<file path="config.mk">
export PLATFORM = sky130hd
export DESIGN_NAME = poly_mult_sa_ctrl
export DESIGN_NICKNAME = d
export VERILOG_FILES = /design/src/rtl/poly_mult_pkg.sv /design/src/rtl/poly_mult_ctrl_cnt.sv /design/src/rtl/poly_mult_sa_ctrl.sv
export SDC_FILE = /design/constraint.sdc
export NUM_CORES = 1
export LEC_CHECK = 0
export CAP_MARGIN = 20
export CORE_AREA = 8 8 642 644
export CTS_CLUSTER_DIAMETER = 100
export DETAILED_ROUTE_END_ITERATION = 7
export DIE_AREA = 0 0 650 652
export PLACE_DENSITY_LB_ADDON = 0.15
export SLEW_MARGIN = 10
export SYNTH_ARGS = -nofsm -noshare
export SYNTH_HDL_FRONTEND = slang
export SYNTH_SLANG_ARGS = --single-unit
</file>
<file path="constraint.sdc">
create_clock -name clk -period 1.6 [get_ports clk]
set_input_delay 0.16 -clock clk [delete_from_list [all_inputs] [get_ports clk]]
set_output_delay 0.16 -clock clk [all_outputs]
set_load 0.05 [all_outputs]
</file>
<file path="src/rtl/poly_mult_pkg.sv">
// -----------------------------------------------------------------------------
// poly_mult_pkg
//   Shared definitions for the polynomial-multiplier systolic array, its job
//   sequencer and their benches:
//     - default coefficient width / polynomial length
//     - sequencer state encoding (plain localparam constants so older tools
//       and hand-written waveform decoders keep working)
//     - POLY_COEF(vec, i, n): slice coefficient i (width n) out of a packed
//       vector, coefficient 0 in the least-significant bits
// -----------------------------------------------------------------------------
package poly_mult_pkg;

  localparam int POLY_N = 17;  // coefficient width (bits)
  localparam int POLY_D = 16;  // coefficients per operand

  localparam logic [1:0] S_CLR  = 2'd0;  // array held in clear
  localparam logic [1:0] S_IDLE = 2'd1;  // waiting for a job
  localparam logic [1:0] S_RUN  = 2'd2;  // array filling / draining
  localparam logic [1:0] S_DONE = 2'd3;  // product waiting for consumer

endpackage

`ifndef POLY_COEF
`define POLY_COEF(vec, i, n) vec[(n)*(i) +: (n)]
`endif

</file>
<file path="src/rtl/poly_mult_ctrl_cnt.sv">
// -----------------------------------------------------------------------------
// poly_mult_ctrl_cnt
//   Phase counter for the job sequencer. Loads zero whenever the sequencer
//   changes state, otherwise counts up while enabled. o_term flags that the
//   count has reached the terminal value of the current phase; the sequencer
//   always leaves the phase on that cycle, so the counter never wraps.
// Ports
//   clk, rst_n   clock, asynchronous active-low reset
//   i_clr        load zero (state change this cycle)
//   i_en         count enable
//   i_term       terminal value for the current phase
//   o_term       count == i_term
// -----------------------------------------------------------------------------
module poly_mult_ctrl_cnt #(
  parameter int CW = 6
) (
  input  logic          clk,
  input  logic          rst_n,
  input  logic          i_clr,
  input  logic          i_en,
  input  logic [CW-1:0] i_term,
  output logic          o_term
);

  logic [CW-1:0] r_cnt;

  // NOTE: state is updated with non-blocking assignments so every flop in
  // the design samples values from before the clock edge.
  always_ff @(posedge clk or negedge rst_n) begin
    if (!rst_n) begin
      r_cnt <= '0;
    end else if (i_clr) begin
      r_cnt <= '0;
    end else if (i_en) begin
      r_cnt <= r_cnt + 1'b1;
    end
  end

  assign o_term = (r_cnt == i_term);

endmodule

</file>
<file path="src/rtl/poly_mult_sa_ctrl.sv">
// -----------------------------------------------------------------------------
// poly_mult_sa_ctrl
//   Job sequencer for poly_mult_systolic_array (array instance is external).
//   Takes one operand pair per job, holds it on the array inputs, clears the
//   array for CLR_CYC cycles, lets it run LAT cycles, captures the product and
//   offers it to the consumer. Only one job is in flight at a time.
// Ports
//   clk, rst_n            clock, asynchronous active-low reset
//   in_valid/in_ready     job handshake, operands on in_a / in_b
//   out_valid/out_ready   result handshake, product on out_p
//   arr_rst               synchronous clear to the array (low only in RUN)
//   arr_horz / arr_vert   held operands to the array
//   arr_p                 product vector from the array
//   busy                  sequencer not in IDLE
//   perf_jobs/perf_stall  only with POLY_MULT_CTRL_PERF_EN defined: completed
//                         output handshakes and DONE cycles with out_ready low,
//                         both saturating
// Vectors pack coefficient i at [N*(i+1)-1 : N*i].
// -----------------------------------------------------------------------------
module poly_mult_sa_ctrl
  import poly_mult_pkg::*;
#(
  parameter int N       = POLY_N,
  parameter int D       = POLY_D,
  parameter int LAT     = 2 * D,
  parameter int CLR_CYC = 1,
  parameter int CW      = $clog2(LAT + 1)
) (
  input  logic           clk,
  input  logic           rst_n,
  input  logic           in_valid,
  output logic           in_ready,
  input  logic [N*D-1:0] in_a,
  input  logic [N*D-1:0] in_b,
  output logic           out_valid,
  input  logic           out_ready,
  output logic [N*D-1:0] out_p,
  output logic           arr_rst,
  output logic [N*D-1:0] arr_horz,
  output logic [N*D-1:0] arr_vert,
  input  logic [N*D-1:0] arr_p,
  output logic           busy
`ifdef POLY_MULT_CTRL_PERF_EN
  ,
  output logic [31:0]    perf_jobs,
  output logic [31:0]    perf_stall
`endif
);

  localparam logic [CW-1:0] TERM_CLR = CW'(CLR_CYC - 1);
  localparam logic [CW-1:0] TERM_RUN = CW'(LAT - 1);

  logic [1:0]     r_state;
  logic [1:0]     w_next_state;
  logic           r_pending;   // CLR phase belongs to an accepted job
  logic [N*D-1:0] r_a;
  logic [N*D-1:0] r_b;
  logic [N*D-1:0] r_p;
  logic           w_accept;
  logic           w_out_hs;
  logic           w_term;
  logic [CW-1:0]  w_term_val;

  assign w_accept = in_valid && (r_state == S_IDLE);
  assign w_out_hs = out_ready && (r_state == S_DONE);
  assign w_term_val = (r_state == S_RUN) ? TERM_RUN : TERM_CLR;

  poly_mult_ctrl_cnt #(
    .CW (CW)
  ) u_cnt (
    .clk    (clk),
    .rst_n  (rst_n),
    .i_clr  (w_next_state != r_state),
    .i_en   ((r_state == S_CLR) || (r_state == S_RUN)),
    .i_term (w_term_val),
    .o_term (w_term)
  );

  // NOTE: every signal written here gets a default first, so no path through
  // the case leaves it unassigned and no latch is inferred.
  always_comb begin
    w_next_state = r_state;
    case (r_state)
      S_CLR:   if (w_term)    w_next_state = r_pending ? S_RUN : S_IDLE;
      S_IDLE:  if (w_accept)  w_next_state = S_CLR;
      S_RUN:   if (w_term)    w_next_state = S_DONE;
      S_DONE:  if (w_out_hs)  w_next_state = S_IDLE;
      default:                w_next_state = S_CLR;
    endcase
  end

  always_ff @(posedge clk or negedge rst_n) begin
    if (!rst_n) begin
      r_state   <= S_CLR;
      r_pending <= 1'b0;
    end else begin
      r_state <= w_next_state;
      if (w_accept) begin
        r_pending <= 1'b1;
      end else if (r_state == S_RUN) begin
        r_pending <= 1'b0;
      end
    end
  end

  // NOTE: the wide operand/product registers are reset as well: the array
  // inputs and out_p must read zero after reset, and a dropped job must not
  // leave its operands on the array.
  always_ff @(posedge clk or negedge rst_n) begin
    if (!rst_n) begin
      r_a <= '0;
      r_b <= '0;
      r_p <= '0;
    end else begin
      if (w_accept) begin
        r_a <= in_a;
        r_b <= in_b;
      end
      if ((r_state == S_RUN) && w_term) begin
        r_p <= arr_p;
      end
    end
  end

  assign in_ready  = (r_state == S_IDLE);
  assign out_valid = (r_state == S_DONE);
  assign busy      = (r_state != S_IDLE);
  assign arr_rst   = (r_state != S_RUN);
  assign arr_horz  = r_a;
  assign arr_vert  = r_b;
  assign out_p     = r_p;

`ifdef POLY_MULT_CTRL_PERF_EN
  logic [31:0] r_jobs;
  logic [31:0] r_stall;

  always_ff @(posedge clk or negedge rst_n) begin
    if (!rst_n) begin
      r_jobs  <= '0;
      r_stall <= '0;
    end else begin
      if (w_out_hs && (r_jobs != '1)) begin
        r_jobs <= r_jobs + 1'b1;
      end
      if ((r_state == S_DONE) && !out_ready && (r_stall != '1)) begin
        r_stall <= r_stall + 1'b1;
      end
    end
  end

  assign perf_jobs  = r_jobs;
  assign perf_stall = r_stall;
`else
  // Performance counters not built; the ports above are absent.
`endif

endmodule

</file>
## Word level (Yosys, flattened, before mapping)

Index checks and enable logic that the tools add are counted.

- Multiplexer cells: 11
- Add/sub/neg operators: 1
- Equal/unequal tests: 7
- Reduce and logical (&&, ||, !) cells: 7

Operators with widths:

| kind | count |
|---|---|
| 6-bit 2-to-1 mux | 2 |
| 2-bit 2-to-1 mux | 5 |
| 2-bit case mux with 4 select lines | 1 |
| 6-bit by 1-bit adder with 6-bit output, second input constant | 1 |
| 6-bit by 5-bit equality test with 1-bit output | 1 |
| 5-bit 2-to-1 mux | 1 |
| 2-bit equality test, second input constant | 2 |
| 2-bit nonzero test | 2 |
| 1-bit logical AND | 3 |
| 2-bit by 1-bit equality test with 1-bit output, second input constant | 1 |
| 2-bit zero test | 1 |
| 1-bit 2-to-1 mux | 2 |
| 2-bit by 1-bit != test with 1-bit output, second input constant | 1 |
| 2-bit != test | 1 |
| 2-bit != test, second input constant | 1 |
| 1-bit logical OR | 1 |

- Flip-flop bits (word level): 825
- Input bits: 820
- Output and inout port bits: 820
- Word-level logic and storage cells: 32

## Logic depth before layout (Yosys ltp)

Gate-level depths: netlist (run 1).

- Depth after elaboration: 7
- Mapped depth: 7
- Mapped depth without buffers: 5

## By module

A second synthesis (run 1) with hierarchy kept.

- Cells, all modules: 1778
- Area total of the unflattened synthesis: 31078.6 um^2

By module, submodules not included:

| module | sequential area each (um^2) | times used | area an instance (um^2) | cells each |
|---|---|---|---|---|
| poly_mult_sa_ctrl | 20494.7 | 1 | 30745.7 | 1746 |
| poly_mult_ctrl_cnt | 150.1 | 1 | 332.8 | 32 |

## Worst setup path before layout (run 1)

No wires, ideal clock.

- Path kind: register to output
- Start point: register r_state[0]
- End point: output busy
- Data required time: 1.440 ns
- Path buffers: 1
- Cell stages (with the launch flop): 5
- Arrival: 1.882 ns
- Setup slack: -0.442 ns
- Cells stage by stage: dfrtp_1 > clkbuf_1 > inv_1 > nor2_1 > inv_1

- Cells in the longest elaborated chain, start to end: 1

RTL lines:

| what | RTL line | text |
|---|---|---|
| start, declared | poly_mult_sa_ctrl.sv:53 | `logic [1:0] r_state;` |
| start signal, assigned | poly_mult_sa_ctrl.sv:97 | `r_state <= w_next_state;` |
| 2-bit by 1-bit != test with 1-bit output | poly_mult_sa_ctrl.sv:127 | `assign busy = (r_state != S_IDLE);` |
| end, declared | poly_mult_sa_ctrl.sv:42 | `output logic busy` |

Every way passes these cells.

## Worst setup path in the final report (run 1)

- Start point: register r_state[1]
- End point: register r_b[225] (netlist: arr_vert[225])

- Cells in the longest elaborated chain, start to end: 2

RTL lines:

| what | RTL line | text |
|---|---|---|
| 2-bit by 1-bit equality test with 1-bit output | poly_mult_sa_ctrl.sv:64 | `assign w_accept = in_valid && (r_state == S_IDLE);` |
| 1-bit logical AND | poly_mult_sa_ctrl.sv:64 |  |
| end signal, assigned | poly_mult_sa_ctrl.sv:117 | `r_b <= in_b;` |
| end, declared | poly_mult_sa_ctrl.sv:57 | `logic [N*D-1:0] r_b;` |

Every way passes these cells.
A chain may end at the register's enable or synchronous reset.

==> results of run 1 <==
==> metrics by stage <==
step | setup slack [ns] | TNS, ns
global placement | -0.602 | -307.37
finish | -0.439 | -243.09
detailed placement | -0.596 | -305.59
CTS | -0.570 | -391.17
global route | -0.520 | -366.20
floorplan | -0.0824 | -18.87
==> path summary, 6_finish.rpt <==
path	slack [ns]	end
max in group asynchronous	0.20	arr_vert[67]
worst min-delay path	0.07	out_p[58]
worst max register to register	-0.44	arr_vert[225]
worst min register to register	0.51	out_p[117]
min in group asynchronous	0.65	arr_vert[136]
worst max-delay path	-0.44	arr_vert[225]
==> where the power goes <==
| group | switching (mW) | leakage (nW) | internal, mW |
|---|---|---|---|
| clock network | 11.3 | 2.01 | 16.5 |
| logic | 46.4 | 19.3 | 31.9 |
| registers | 6.18 | 9.64 | 28.5 |
==> critical path, delay by kind of cell, from the launching register on <==
family | cells | cell delay [ns]
muxes | 1 | 0.30
buffers and inverters | 7 | 0.97
and+or+nand+nor | 1 | 0.23
DFF | 1 | 0.40
==> area by class of cell <==
| type | instances | share of cell area |
|---|---|---|
| antenna | 57 | 0.00196 |
| clock buffer | 185 | 0.0508 |
| clock inverter | 36 | 0.00502 |
| inverter | 5 | 0.000395 |
| multi-input combinational | 857 | 0.159 |
| sequential | 825 | 0.284 |
| tap | 5287 | 0.0908 |
| timing repair buffer | 2709 | 0.408 |
==> cells by family (layout without fill, tap and decap cells) <==
kind of cell               count (synthesis)  count (layout)
muxes                                    817             817
AOI/OAI and AO/OA                         12              12
buffers and inverters                     97            2935
DFF                                      825             825
xor gates and xnor gates                   3               3
other                                      0              57
and+or+nand+nor                           24              24
adders and majority gates                  1               1
==> timing repair <==
action / 4_1_cts / 5_1_grt
pin swaps: 3 / 1
resized for setup: 292 / 516
cloned: 24 / 50
hold buffers: 773 / 0
setup endpoints to repair: 1605 / 1641
hold endpoints to repair: 1593 / 0
setup buffers: 59 / 36
==> routing by layer <==
| layer | wire length (um) | part of all wire |
|---|---|---|
| met4 | 5280 | 0.018 |
| met1 | 111000 | 0.38 |
| met3 | 29200 | 0.10 |
| met2 | 145000 | 0.50 |
| met5 | 427 | 0.0015 |
==> registers in the layout, indices dropped and copies added, names as in the netlist <==
register / count
arr_vert: 272
r_state: 2
r_pending: 1
out_p: 272
arr_horz: 272
u_cnt.r_cnt: 6
==> synth_stat cells <==
library cell	instances	area, sq um
and4_1	1	8.76
nand2_1	6	22.5
nor2_1	4	15.0
xor2_1	2	17.5
a21o_1	1	7.51
buf_6	9	101
dfrtp_1	825	20600
ha_1	1	12.5
nor3_1	1	5.00
nand4_1	1	6.26
xnor2_1	1	8.76
mux2i_1	1	10.0
buf_2	75	375
mux2_4	80	1200
and2_1	2	12.5
o311ai_0	1	8.76
o31ai_1	3	22.5
o21ai_0	2	10.0
buf_8	1	15.0
a31o_2	1	8.76
mux2_2	736	8290
a21oi_1	3	15.0
a221o_1	1	10.0
inv_1	5	18.8
clkbuf_1	7	26.3
nand3_1	7	35.0
nor2b_1	1	6.26
and3_1	1	6.26
==> flow_summary.json, run 1 <==
{
  "gp_congestion": 0.804,
  "synthMuxAreaShare": 0.307,
  "max_freq_mhz": 490,
  "mostFrequentLayoutCells": "818 x clkdlybuf4s50_1, 779 x dfrtp_1, 772 x dlygate4sd3_1, 674 x buf_4, 555 x mux2_4",
  "rows": 233,
  "grtUsageTotal": 0.128,
  "cts_made_buffers": 123,
  "cts-root-buf": "clkbuf_16",
  "cts_max_level": 3,
  "grt_util_met2": 0.229,
  "synth_top_family_by_area": "multiplexers",
  "met1_usage": 0.141,
  "hold_depth": 2,
  "area_delta_synth_final_pct": 136,
  "fillers": 43800,
  "hp-class": "in -> reg",
  "register_area_sq_mm": 0.0207,
  "avgSynthCellArea_sq_um": 17.4,
  "design_area_sq_mm": 0.0728,
  "ioPinCount": 1640,
  "cp_slowest_cell": "dfrtp_1",
  "clk_latency_ns": 0.83,
  "viasPerCell": 2.79,
  "num_vias": 27800,
  "multiInputGateArea_sq_mm": 0.0116,
  "wl_per_cell_um": 29.2,
  "setup_violations": 1111,
  "grt_first_pass_wirelength_um": 359000,
  "hold_violations": 0,
  "drv_slew": 0,
  "crit_start": "r_state[1]",
  "synth_seq_cells": 825,
  "dieArea_sq_mm": 0.424,
  "postSynthCellCount": 1779,
  "drt_iter0_drc": 892,
  "core-area_sq_mm": 0.401,
  "end_kind": "flop",
  "hold_slack_ns": 0.0708,
  "reg2reg_depth": 9,
  "p_per_area_mw_per_mm2": 1930,
  "yosysUniqueCellTypes": 28,
  "power_mw": 141,
  "crit_required_ns": 2.33,
  "fin_crit_sh": 1.27,
  "place_area_sq_mm": 0.0555,
  "dieWidth_um": 650,
  "period_minus_slack_ns": 2.04,
  "nets": 5342,
  "finish.utilization": 0.181,
  "critical-path-max-stage-delay_ns": 0.40,
  "cp_cell_sequence": "buf_6 -> inv_2 -> and3_4 -> buf_6 -> buf_12 -> buf_16 -> buf_12 -> clkbuf_16 -> mux2_4",
  "arrival_ns": 2.77,
  "tightest_slew_ns": 1.05,
  "start_util": 0.0770,
  "place.port_buffers": 1639,
  "violations": "negative setup slack",
  "layout_commonest_cell": "clkdlybuf4s50_1",
  "synth_compound_area_frac": 0.00267,
  "grt_overflow_total": 0,
  "status": "finished with violations",
  "drcViolationCount": 0,
  "cts_tree": "yes",
  "relSlewSlack": 0.296,
  "cp_max_fo": 8,
  "grt-busiest-layer": "met2",
  "use_met3": 0.0585,
  "place_inst": 8765,
  "holdCritStartpoint": "arr_p[58]",
  "cts_sinks": 825,
  "grt_pass1_vias": 31000,
  "antenna_found_initial": 174,
  "clk_pin_slew_ns": 0.06,
  "dp_hpwl_um": 241000,
  "postRouteAntennaNets": 0,
  "grt_max_degree": 62,
  "wl_um": 291000,
  "syn_area_sq_mm": 0.0309,
  "maxCapViolCount": 0,
  "leakagePower_nw": 31.0,
  "synth_fa_ha_area_frac": 0.000405,
  "yosys.area_share.simple": 0.00380,
  "clk_path_buf_depth": 4,
  "seq_area_frac_synth": 0.668,
  "drive_above_1_share": 0.474,
  "die_h_um": 652,
  "fin_skew_ns": 0.0394,
  "rsz0062_at_grt": "yes",
  "firstDrtPassIters": 4,
  "r2r-start": "r_state[1]",
  "fin_cells": 9961,
  "synth-xor-area-share": 0.000850,
  "yosys_warnings": 0,
  "synth_fp_nets": 2600,
  "fin_ws_ns": -0.439,
  "criticalPathCategory": "reg -> reg",
  "peakVddDrop_uv": 1150,
  "crit_path_start_kind": "flop"
}
(Power assumes the default switching activity.)
==> run 2, diff against run 1 <==
==> constraint.sdc (replaced) <==
create_clock -name clk -period 1.6 [get_ports clk]
set_input_delay 0.24 -clock clk [delete_from_list [all_inputs] [get_ports clk]]
set_output_delay 0.24 -clock clk [all_outputs]
set_load 0.05 [all_outputs]
==> flow_summary.json, run 2 (same netlist as run 1, synthesis figures left out) <==
{
  "criticalPathCategory": "reg -> out",
  "hp-class": "in -> reg",
  "ioPinCount": 1640,
  "wl_per_cell_um": 29.6,
  "grtUsageTotal": 0.129,
  "cp_cell_sequence": "buf_6 -> clkinvlp_4 -> nor2_4 -> buf_4 -> buf_12",
  "postRouteAntennaNets": 0,
  "fin_cells": 9768,
  "grt_max_degree": 63,
  "layout_commonest_cell": "clkdlybuf4s50_1",
  "core-area_sq_mm": 0.401,
  "dieWidth_um": 650,
  "area_delta_synth_final_pct": 137,
  "status": "finished with violations",
  "mostFrequentLayoutCells": "818 x clkdlybuf4s50_1, 781 x dfrtp_1, 574 x dlygate4sd3_1, 571 x mux2_4, 502 x buf_4",
  "grt_pass1_vias": 30100,
  "place.port_buffers": 1639,
  "drt_iter0_drc": 1199,
  "drv_slew": 0,
  "start_util": 0.0770,
  "die_h_um": 652,
  "num_vias": 27400,
  "viasPerCell": 2.81,
  "rsz0062_at_grt": "yes",
  "register_area_sq_mm": 0.0207,
  "fin_crit_sh": 1.36,
  "firstDrtPassIters": 6,
  "nets": 5145,
  "critical-path-max-stage-delay_ns": 0.40,
  "period_minus_slack_ns": 2.17,
  "fillers": 43500,
  "drcViolationCount": 0,
  "crit_path_start_kind": "flop",
  "hold_violations": 0,
  "fin_skew_ns": 0.0743,
  "path_buf_inv": 4,
  "cts_tree": "yes",
  "maxCapViolCount": 0,
  "clk_path_buf_depth": 4,
  "max_freq_mhz": 461,
  "end_kind": "primary output",
  "cts-root-buf": "clkbuf_16",
  "clk_pin_slew_ns": 0.05,
  "place_inst": 8760,
  "cp_slowest_cell": "dfrtp_2",
  "dieArea_sq_mm": 0.424,
  "fin_ws_ns": -0.569,
  "place_area_sq_mm": 0.0580,
  "grt_overflow_total": 0,
  "peakVddDrop_uv": 1500,
  "cp_max_fo": 4,
  "clk_latency_ns": 0.83,
  "drive_above_1_share": 0.495,
  "tightest_slew_ns": 0.506,
  "grt_first_pass_wirelength_um": 357000,
  "crit_family": "buffers and inverters",
  "cts_made_buffers": 137,
  "leakagePower_nw": 31.0,
  "multiInputGateArea_sq_mm": 0.0116,
  "rows": 233,
  "setup_violations": 1587,
  "crit_required_ns": 1.36,
  "relSlewSlack": 0.662,
  "violations": "negative setup slack",
  "wl_um": 289000,
  "gp_congestion": 0.801,
  "power_mw": 147,
  "cts_sinks": 825,
  "antenna_found_initial": 244,
  "cts_max_level": 4,
  "arrival_ns": 1.93,
  "p_per_area_mw_per_mm2": 2010,
  "design_area_sq_mm": 0.0732,
  "dp_hpwl_um": 238000
}
## run 2: cell count changes in the layout (fill, tap and decap cells not counted), moves of 6 or more
cell,previous run,this run
mux2_2,261,245
mux2_4,555,571
buf_12,269,479
buf_4,674,502
dlygate4sd3_1,772,574
buf_8,52,30
buf_16,38,29
clkbuf_8,35,29
## run 2: layout make-up
cell class	instances	share of cell area
Antenna cell	58	0.00198
Clock buffer	195	0.0547
Clock inverter	43	0.00626
Inverter	5	0.000342
Multi-Input combinational cell	857	0.159
Sequential cell	825	0.283
Tap cell	5287	0.0904
Timing Repair Buffer	2498	0.405
## run 2: metal layers
layer	global-route usage	routed length [um]	up-vias
met1	0.148	113000	14000
met4	0.0207	5630	100
met2	0.223	141000	1312
met3	0.0576	28400	441
met5	0	649	-
li1	-	-	11500
## run 2: worst paths after layout
kind | startpoint | endpoint | slack (ns) | depth (start not counted)
setup / recovery | r_state[0] | in_ready | -0.57 | 5
hold / removal | in_b[22] | arr_vert[22] | 0.11 | 2
setup reg to reg | r_state[1] | arr_horz[166] | -0.49 | 10
hold reg to reg | arr_vert[192] | arr_vert[192] | 0.51 | 1
max in group asynchronous | rst_n | out_p[223] | 0.76 | 4
min in group asynchronous | rst_n | arr_horz[269] | 0.16 | 3
## run 2: metrics by stage
stage | setup TNS, ns | hold slack (ns) | setup WS (ns) | utilization
after floorplan | -26.36 | -0.0556 | -0.0824 | -
after global placement | -322.14 | 0.419 | -0.579 | 0.144
after detailed placement | -321.42 | 0.416 | -0.595 | 0.144
after CTS | -407.26 | 0.000302 | -0.723 | 0.178
after global routing | -422.73 | 0.0214 | -0.712 | 0.182
final | -281.50 | 0.108 | -0.569 | 0.182
## run 2: power by group
group          internal (mW)  total (mW)  leakage, nW  switching, mW
registers               28.5        35.7         9.64           7.16
logic                   35.6        81.2         19.2           45.6
clock network           18.1        30.3         2.19           12.2
total                   82.3         147         31.0           64.9
## run 2: what timing repair did
action                                  4_1_cts  5_1_grt
pin swaps                                     2        3
endpoints found under the setup margin     1617     1639
gates cloned                                 42       26
setup buffers                                74       41
hold buffers                                574        0
gates resized for setup                     437      371
hold endpoints to repair                   1398        0
==> run 3, diff against run 2 <==
--- a/config.mk
+++ b/config.mk
@@ -8,9 +8,11 @@
 export CAP_MARGIN = 20
 export CORE_AREA = 8 8 642 644
 export CTS_CLUSTER_DIAMETER = 100
+export CTS_CLUSTER_SIZE = 12
 export DETAILED_ROUTE_END_ITERATION = 7
 export DIE_AREA = 0 0 650 652
 export PLACE_DENSITY_LB_ADDON = 0.15
+export SETUP_SLACK_MARGIN = 0.02
 export SLEW_MARGIN = 10
 export SYNTH_ARGS = -nofsm -noshare
 export SYNTH_HDL_FRONTEND = slang
==> flow_summary.json, run 3 (same netlist as run 1, synthesis figures left out) <==
{
  "status": "finished with violations",
  "violations": "negative setup slack",
  "fin_crit_sh": 1.37,
  "dp_hpwl_um": 247000,
  "max_freq_mhz": 455,
  "place.port_buffers": 1639,
  "start_util": 0.0770,
  "worst_r2r_endpoint": "arr_vert[109]",
  "peakVddDrop_uv": 951,
  "cts_made_buffers": 93,
  "mostFrequentLayoutCells": "818 x clkdlybuf4s50_1, 782 x dfrtp_1, 591 x dlygate4sd3_1, 554 x buf_4, 508 x mux2_4",
  "pwr-share-clk": 0.160,
  "ioPinCount": 1640,
  "reg2reg_depth": 9,
  "path_depth": 6,
  "p_per_area_mw_per_mm2": 1940,
  "end_kind": "primary output",
  "die_h_um": 652,
  "fin_skew_ns": 0.117,
  "wl_um": 293000,
  "clk_path_buf_depth": 4,
  "path_buf_inv": 5,
  "wl_per_cell_um": 30.3,
  "rows": 233,
  "cts-root-buf": "clkbuf_16",
  "dpl_worst_slack_ns": -0.619,
  "firstDrtPassIters": 4,
  "grtUsageTotal": 0.130,
  "place_area_sq_mm": 0.0577,
  "cp_max_fo": 2,
  "postRouteAntennaNets": 0,
  "hp-class": "in -> reg",
  "critical-path-max-stage-delay_ns": 0.40,
  "num_vias": 27100,
  "cts_max_level": 3,
  "cp_slowest_cell": "dfrtp_1",
  "fin_tns_setup_ns": -356.91,
  "maxCapViolCount": 0,
  "setup_violations": 1586,
  "clk_pin_slew_ns": 0.07,
  "combPwrFrac": 0.581,
  "grt_overflow_total": 0,
  "fin_cells": 9671,
  "share_seq_of_total_power": 0.259,
  "drcViolationCount": 0,
  "grt_max_degree": 53,
  "place_inst": 8764,
  "r2r-start": "r_state[0]",
  "nets": 5115,
  "crit_required_ns": 1.36,
  "p_sw_mw": 63.3,
  "antenna_found_initial": 245,
  "period_minus_slack_ns": 2.20,
  "rsz0062_at_grt": "yes",
  "leakagePower_nw": 29.8,
  "fillers": 43700,
  "dieArea_sq_mm": 0.424,
  "hold_depth": 2,
  "design_area_sq_mm": 0.0710,
  "arrival_ns": 1.96,
  "criticalPathCategory": "reg -> out",
  "holdCritStartpoint": "in_b[71]",
  "drt_iter0_drc": 1076,
  "tightest_slew_ns": 0.806,
  "crit_path_frequent_cell": "buf_6",
  "clk_latency_ns": 0.87,
  "whs_endpoint": "arr_vert[71]",
  "hold_violations": 0,
  "relSlewSlack": 0.461,
  "drv_slew": 0,
  "crit_family": "buffers and inverters",
  "grt_pass1_vias": 29300,
  "ff2ff_setup_slack_ns": -0.52,
  "cts_tree": "yes",
  "area_delta_synth_final_pct": 130,
  "fin_ws_ns": -0.600,
  "core-area_sq_mm": 0.401,
  "intPower_mw": 74.5,
  "layout_commonest_cell": "clkdlybuf4s50_1",
  "cp_cell_sequence": "buf_4 -> nor2b_4 -> buf_6 -> inv_2 -> buf_6 -> buf_12",
  "drive_above_1_share": 0.485,
  "switching_share": 0.459,
  "crit_path_start_kind": "flop",
  "dieWidth_um": 650,
  "gp_congestion": 0.847,
  "viasPerCell": 2.80,
  "grt_first_pass_wirelength_um": 359000,
  "cts_sinks": 825
}
[run 3: changes by cell type in the layout (fill, tap and decap cells not counted), moves of 10 or more]
cell,previous run,this run
dlygate4sd3_1,574,591
buf_6,42,29
clkinv_2,15,5
mux2_2,245,308
clkbuf_1,26,6
clkbuf_8,29,8
mux2_4,571,508
buf_12,479,439
buf_8,30,17
buf_4,502,554
clkbuf_16,164,119
[run 3: stage by stage]
stage	hold WS, ns	utilization	power [mW]
floorplan	-0.0556	-	69.5
global placement	0.102	0.144	107
detailed placement	0.104	0.144	107
CTS	0.00146	0.171	136
global route	0.00656	0.177	143
finish	0.0733	0.177	138
[run 3: what timing repair did]
item / 4_1_cts / 5_1_grt
gates cloned: 30 / 31
setup endpoints to repair: 1639 / 1767
pin swaps: 5 / 0
resized for setup: 278 / 396
hold buffers: 591 / 0
hold endpoints to repair: 1413 / 0
setup buffers: 55 / 34
[run 3: final cells by class]
cell class                 count  area (sq um)  share of cell area
multi-input combinational    857         11400               0.160
inverter                       5          31.3            0.000440
timing repair buffer        2512         29300               0.413
sequential                   825         20700               0.291
clock inverter                24           357             0.00502
clock buffer                 107          2460              0.0346
antenna                       54           135             0.00190
tap                         5287          6620              0.0931
[run 3: metal layers]
layer,track usage,vias up,wire length [um]
met3,0.0719,394,33500
met2,0.205,1255,131000
met5,0,-,628
li1,-,11400,-
met4,0.0190,94,5060
met1,0.158,13900,122000
[run 3: power by group through the flow]
stage	combinational [mW]	clock (mW)	sequential (mW)
2_1_floorplan	11.0	0	58.5
3_3_place_gp	71.2	0	35.7
3_5_place_dp	71.2	0	35.7
4_1_cts	76.9	23.4	35.6
5_1_grt	82.8	24.0	36.6
6_report	80.1	22.0	35.7
[run 3: worst max-delay path by stage]
stage	from	to	slack [ns]
global route	r_state[0]	arr_rst	-0.72
floorplan	u_cnt.r_cnt[3]	out_p[191]	-0.07
finish	r_state[0]	arr_rst	-0.60
CTS	r_state[0]	arr_rst	-0.70
global placement	in_valid	arr_horz[207]	-0.60
detailed placement	in_valid	arr_horz[207]	-0.62
